<file path="config.mk">
export PLATFORM = sky130hd
export DESIGN_NAME = dmem_arbiter
export DESIGN_NICKNAME = d
export VERILOG_FILES = /design/src/rtl/mipspkg.sv /design/src/rtl/dmem_arbiter.sv
export SDC_FILE = /design/constraint.sdc
export NUM_CORES = 1
export LEC_CHECK = 0
export CAP_MARGIN = 20
export CORE_UTILIZATION = 38
export CTS_CLUSTER_SIZE = 25
export DETAILED_ROUTE_END_ITERATION = 12
export PLACE_DENSITY = 0.94
export SLEW_MARGIN = 20
export SYNTH_ARGS = -nofsm -noshare
export SYNTH_HDL_FRONTEND = slang
export SYNTH_SLANG_ARGS = --single-unit
</file>
<file path="constraint.sdc">
create_clock -name clk -period 2.6 [get_ports clk]
set_input_delay 0.39 -clock clk [delete_from_list [all_inputs] [get_ports clk]]
set_output_delay 0.39 -clock clk [all_outputs]
set_load 0.01 [all_outputs]
</file>
<file path="src/rtl/mipspkg.sv">
// Shared definitions for the data-memory arbiter.
//   arb_state_t : arbiter FSM state encoding
//   REQ_CORE / REQ_DBG : requester indices into the req/gnt/rvalid vectors
package mipspkg;

  typedef enum logic [1:0] {
    ST_IDLE   = 2'd0,
    ST_ACCESS = 2'd1,
    ST_RESP   = 2'd2
  } arb_state_t;

  localparam int NUM_REQ  = 2;
  localparam int REQ_CORE = 0;
  localparam int REQ_DBG  = 1;
  localparam int CNT_W    = 16;

endpackage

</file>
<file path="src/rtl/dmem_arbiter.sv">
// Two-port round-robin arbiter in front of a single-port data RAM.
// Requester 0 is the core, requester 1 the debug loader.
//   clk, reset        : clock, async active-low reset
//   req/we/addr/wdata : per-requester request, held until gnt
//   gnt               : one-cycle pulse in the cycle the RAM access is issued
//   rvalid/rdata      : one-cycle read return, the cycle after gnt
//   ram_*             : single-port RAM interface (read data one cycle late)
//   conflict_cnt      : saturating count of IDLE cycles with both requesting
module dmem_arbiter
  import mipspkg::*;
#(
  parameter int ADDR_W = 8,
  parameter int DATA_W = 32
) (
  input  logic                            clk,
  input  logic                            reset,
  input  logic [NUM_REQ-1:0]              req,
  input  logic [NUM_REQ-1:0]              we,
  input  logic [NUM_REQ-1:0][ADDR_W-1:0]  addr,
  input  logic [NUM_REQ-1:0][DATA_W-1:0]  wdata,
  output logic [NUM_REQ-1:0]              gnt,
  output logic [NUM_REQ-1:0]              rvalid,
  output logic [DATA_W-1:0]               rdata,
  output logic                            ram_en,
  output logic                            ram_we,
  output logic [ADDR_W-1:0]               ram_addr,
  output logic [DATA_W-1:0]               ram_wdata,
  input  logic [DATA_W-1:0]               ram_rdata,
  output logic [CNT_W-1:0]                conflict_cnt
);

  arb_state_t        state_q, state_d;
  logic              last_q, last_d;   // 1 = debug granted last
  logic              win_q, win_d;
  logic              we_q, we_d;
  logic [ADDR_W-1:0] addr_q, addr_d;
  logic [DATA_W-1:0] wdata_q, wdata_d;
  logic [CNT_W-1:0]  cnt_q, cnt_d;

  // On a tie the requester not granted last wins; otherwise the sole one.
  function automatic logic rr_pick(input logic [NUM_REQ-1:0] r, input logic last);
    if (&r) return ~last;
    return r[REQ_DBG];
  endfunction

  always_comb begin
    state_d = state_q;
    last_d  = last_q;
    win_d   = win_q;
    we_d    = we_q;
    addr_d  = addr_q;
    wdata_d = wdata_q;
    cnt_d   = cnt_q;
    gnt     = '0;
    rvalid  = '0;
    rdata   = '0;
    ram_en  = 1'b0;
    ram_we  = 1'b0;
    case (state_q)
      ST_IDLE: begin
        if (|req) begin
          win_d   = rr_pick(req, last_q);
          we_d    = we[win_d];
          addr_d  = addr[win_d];
          wdata_d = wdata[win_d];
          state_d = ST_ACCESS;
        end
        if (&req && cnt_q != '1) cnt_d = cnt_q + 16'd1;
      end
      ST_ACCESS: begin
        ram_en     = 1'b1;
        ram_we     = we_q;
        gnt[win_q] = 1'b1;
        last_d     = win_q;
        state_d    = we_q ? ST_IDLE : ST_RESP;
      end
      ST_RESP: begin
        rvalid[win_q] = 1'b1;
        rdata         = ram_rdata;
        state_d       = ST_IDLE;
      end
      default: state_d = ST_IDLE;
    endcase
  end

  always_ff @(posedge clk or negedge reset) begin
    if (!reset) begin
      state_q <= ST_IDLE;
      last_q  <= 1'b1;   // debug "last", so the core wins the first tie
      win_q   <= 1'b0;
      we_q    <= 1'b0;
      addr_q  <= '0;
      wdata_q <= '0;
      cnt_q   <= '0;
    end else begin
      state_q <= state_d;
      last_q  <= last_d;
      win_q   <= win_d;
      we_q    <= we_d;
      addr_q  <= addr_d;
      wdata_q <= wdata_d;
      cnt_q   <= cnt_d;
    end
  end

  // Captured request registers only change at arbitration, so they already
  // hold their last value outside ACCESS.
  assign ram_addr     = addr_q;
  assign ram_wdata    = wdata_q;
  assign conflict_cnt = cnt_q;

endmodule

</file>
# == Word-level counts from Yosys, hierarchy flattened ==
# Index checks and enable logic that the tools add are counted.
# word_totals
regBits,61
inputBits,118
output_inout_bits,94
# op_classes
addsub,1
magnitude_cmp,3
n_eq_ne,4
muxes,23
bitwise_logic,1
n_reduce_logical,7
# ops
op,count
$mux W32,3
$add A16 B1 Y16 const B,1
$mux W8,2
$ne A16 B16 Y1 const B,1
$mux W1,12
$mux W2,4
$reduce_and A2 Y1,3
$lt A1 B2 Y1 const B,2
$pmux W2 S2,1
$eq A2 B1 Y1 const B,1
$eq A2 B2 Y1 const B,1
$logic_and A1 B1 Y1,2
$logic_not A2 Y1,1
$ne A2 B2 Y1 const B,1
$reduce_or A2 Y1,1
$demux W1 S1,1
$ge A1 B1 Y1 const B,1
$not A1 Y1,1

# == Depth between registers and ports, before layout ==
# logic_depth
depth_word,9
depth_mapped,6
depth_no_buf,5

# == Worst setup path after synthesis ==
# No wires, ideal clock.
# synth_path
path_type,reg-to-reg
startpoint,reg cnt_q[0] (netlist: conflict_cnt[0])
endpoint,reg cnt_q[1] (netlist: conflict_cnt[1])
setup_time_ns,0.128
arrival_time_ns,1.510
t_required_ns,2.472
setup_slack_ns,0.963
path_stages_with_launch,6
synth_period_minus_slack_ns,1.637
cell_sequence,dfrtp_1 ha_1 nand3_1 nor4_4 a21oi_2 mux2_1
# synth_between
elab_chain_len,3
# synth_lines
element,line,text
from (decl),dmem_arbiter.sv:38,"logic [CNT_W-1:0] cnt_q, cnt_d;"
from (signal assigned),dmem_arbiter.sv:102,cnt_q <= cnt_d;
branches (longest 3 deep; another with $add A16 B1 Y16),--,
# Parallel ways; which one is timed is not known.
# A chain may end at the register's enable or synchronous reset.

# == Worst setup path after layout ==
# layout_path
startpoint,reg state_q[1]
endpoint,out rdata[7]
# layout_between
elab_chain_len,2
# layout_lines
element,line,text
from (decl),dmem_arbiter.sv:32,"arb_state_t state_q, state_d;"
from (signal assigned),dmem_arbiter.sv:96,state_q <= state_d;
$eq A2 B2 Y1,dmem_arbiter.sv:59,case (state_q)
$mux W32,dmem_arbiter.sv:59,
to (decl),dmem_arbiter.sv:23,"output logic [DATA_W-1:0] rdata,"
# No other way between the ends.

==> impl_metrics.py <==
metrics = {
    "setup_path": {
        "start_kind": "flip-flop",
        "ff2ff_setup_slack_ns": 0.83,
        "r2r_start": "conflict_cnt[0]$_DFFE_PN0P_",
        "crit_required_ns": 2.21,
        "r2r-end": "conflict_cnt[1]$_DFFE_PN0P_",
        "crit_path_cell_trace": "nor2b_2 > buf_4 > and2_1 > clkdlybuf4s50_1",
        "r2r_cells": 5,
        "cp.buffers_inverters": 2,
        "critPathMaxStageDelay_ns": 0.58,
        "crit_cells": 4,
        "slowest_stage": "clkdlybuf4s50_1",
        "setup.worst_path.class": "reg2out",
        "crit_path_max_fanout": 34,
        "cp-startpoint": "state_q[1]$_DFFE_PN0P_",
        "worstPathArrival_ns": 1.87,
        "critical-path-top-delay-family": "buffers and inverters",
        "cp-end-kind": "output pin",
    },
    "route": {
        "wirelength_mm": 9.18,
        "wl_per_cell_um": 14.6,
        "vias": 3064,
        "first_pass_iters": 4,
        "via_per_inst": 4.89,
        "drc": 0,
        "antenna_left": 0,
        "drt_iter0_drc": 77,
    },
    "global_routing": {
        "grt_max_degree": 45,
        "overflow": 0,
        "grtUsageMet1_pct": 22.2,
        "grtUsageMet3_pct": 6.05,
        "grt_pass1_wl_mm": 14.7,
        "gr-usage-met2_pct": 42.4,
        "track_usage_pct": 22.2,
        "antenna_found_initial": 0,
        "grt_pass1_vias": 3141,
        "grt-busiest-layer": "met2",
    },
    "logic_synthesis": {
        "ys_seq_elements": 61,
        "synth_area_leaders": "dfrtp_1 49%, mux2i_1 14%, a21oi_1 7.8%",
        "synth_cells": 310,
        "syn-cell-area_um2": 3090,
        "synth_nets": 429,
        "yosysTopAreaCell": "dfrtp_1",
        "synth.top_cell.area_share_pct": 48.6,
        "ys_types": 35,
        "seq_area_frac_synth_pct": 49.5,
        "avgSynthCellArea_um2": 9.96,
        "ys_warn_count": 0,
    },
    "die": {
        "initial_core_util_pct": 39.5,
        "core_um2": 7810,
        "die_x_um": 92.1,
        "rows": 32,
        "die_h_um": 92.1,
        "ios": 212,
        "dieArea_um2": 8490,
    },
    "min_path": {
        "worstHoldStart": "we_q$_DFFE_PN0P_",
        "worstHoldPathType": "reg2reg",
        "whs_path_depth": 1,
        "min_to": "state_q[1]$_DFFE_PN0P_",
    },
    "timing": {
        "relSlewSlack_pct": 53.8,
        "fmax_ghz": 0.443,
        "setup_violations": 0,
        "holdWs_ns": 0.454,
        "rsz0062_at_grt": "false",
        "slew_viol_final": 0,
        "fin_crit_ns": 2.26,
        "finalHoldViolations": 0,
        "finClkSkew_ns": 0.0100,
        "fin_setup_tns_ns": 0,
        "worstMarginPinSlew_ns": 0.688,
        "finalCritPeriodShare_pct": 86.9,
    },
    "power": {
        "cellPowerDensity_nw_per_um2": 906,
        "ir_drop_uv": 483,
        "p_leak_nw": 2.38,
    },
    "placement": {
        "place_area_um2": 5310,
        "gp_congestion": 0.819,
        "hpwl_mm": 7.41,
        "port_buffers": 211,
    },
    "cts": {
        "cts_root_buf": "clkbuf_8",
        "clk_pin_slew_ns": 0.06,
        "clock-sinks": 61,
        "cts_made_buffers": 9,
        "clk-insertion-delay-late_ns": 0.33,
        "cts_tree": "done",
        "cts_max_level": 3,
        "clk_path_buf_depth": 2,
    },
    "final_layout": {
        "area_growth_pct": 80.8,
        "regArea_um2": 1530,
        "fin_nets": 639,
        "multiInputGateArea_um2": 1480,
        "design_area_um2": 5580,
        "drive_gt1_share_pct": 5.90,
        "diodes": 0,
        "fillers": 603,
    },
    "outcome": {
        "status": "complete, no violations",
    },
    "run": {
        "max-cap-violations": 0,
    },
}
-- power breakdown --
group | internal, mW | leakage (nW) | total [mW] | switching, mW
Sequential | 1.34 | 0.700 | 1.61 | 0.261
Combinational | 1.32 | 1.55 | 2.39 | 1.07
Clock | 0.716 | 0.130 | 1.06 | 0.347
Total | 3.38 | 2.38 | 5.06 | 1.68
-- layer usage --
layer  part of all wire, %  routed length, um
met1                    35               3260
met2                    54               4990
met3                   7.6                701
met4                   2.5                227
met5                     0                  0
-- cell families after synthesis --
logic type	after synthesis	synth area share (%)
AND/OR/NAND/NOR	116	20.2
flip-flops	61	49.5
AO/OA/AOI/OAI	54	9.28
multiplexers	45	14.7
buffers and inverters	23	3.12
XOR/XNOR	10	2.84
adder cells (fa/ha/maj)	1	0.405
-- stage by stage --
| stage | util [%] | cells | setup WS, ns | total power [mW] |
|---|---|---|---|---|
| 2_1_floorplan | - | 310 | 0.963 | 2.65 |
| 3_3_place_gp | 68.0 | 610 | 0.600 | 3.95 |
| 3_5_place_dp | 68.0 | 610 | 0.495 | 4.04 |
| 4_1_cts | 71.5 | 627 | 0.300 | 5.12 |
| 5_1_grt | 71.5 | 627 | 0.230 | 5.37 |
| 6_report | 71.5 | 627 | 0.341 | 5.06 |
-- what timing repair did --
item / CTS / global route
hold buffers: 1 / 0
resized for setup: 0 / 0
hold endpoints to repair: 16 / 0
buffers inserted: 0 / 0
-- worst register-to-register path, stage by stage (launching register included) --
cell,delay (ns)
dfrtp_1,0.40
ha_1,0.23
nand3_1,0.17
nor4_4,0.39
a21oi_2,0.14
mux2_1,0.32
-- flip-flops by register name, summed over array words and instances, names as in the netlist --
name          cells
conflict_cnt     16
last_q            1
ram_addr          8
ram_wdata        32
state_q           2
we_q              1
win_q             1
-- Yosys cell counts (all sizes together) --
master   count
dfrtp       60
mux2i       43
nor3         6
a211oi       1
nor2b        3
nor2        46
o21a         2
clkbuf       5
nand4        5
and4bb       1
and3         3
mux2         2
and2        35
nand4bb      1
a21oi       49
inv          4
buf         14
nor4         3
a21boi       1
a21o         1
nand2        5
nand3        5
xor2         9
dfstp        1
xnor2        1
nand2b       1
ha           1
nor3b        1
and4         1
-- cell type report --
cell class | instances | share of cell area, %
clock inverter | 3 | 1.61
inverter | 4 | 0.269
timing repair buffer | 218 | 39.0
sequential | 61 | 27.4
multi-input combinational | 226 | 26.5
clock buffer | 13 | 3.03
tap | 102 | 2.29
-- layout by cell type, fill, tap and decap left out, drive strengths merged --
cell type      netlist  routed
clkbuf               5      13
mux2i               43      43
and4                 1       1
nand2                5       5
inv                  4       4
dlygate4sd3          0       1
dfstp                1       1
nand4bb              1       1
o21a                 2       2
nand3                5       5
nor2b                3       3
nor3                 6       6
ha                   1       1
xnor2                1       1
and3                 3       3
a21oi               49      49
buf                 14       7
bufinv               0       3
a21o                 1       1
nor3b                1       1
nand4                5       5
and4bb               1       1
dfrtp               60      60
a21boi               1       1
nand2b               1       1
nor2                46      46
clkdlybuf4s50        0     210
xor2                 9       9
a211oi               1       1
mux2                 2       2
nor4                 3       3
and2                35      35
-- how the worst max path moves through the flow --
| stage | endpoint | slack [ns] |
|---|---|---|
| after detailed placement | conflict_cnt[10]$_DFFE_PN0P_ | 0.50 |
| final | rdata[7] | 0.34 |
| after floorplan | conflict_cnt[1]$_DFFE_PN0P_ | 0.96 |
| after global placement | conflict_cnt[14]$_DFFE_PN0P_ | 0.60 |
| after global routing | rvalid[0] | 0.23 |
| after CTS | rdata[7] | 0.30 |
Note: power is estimated with default switching activity, not from simulation.
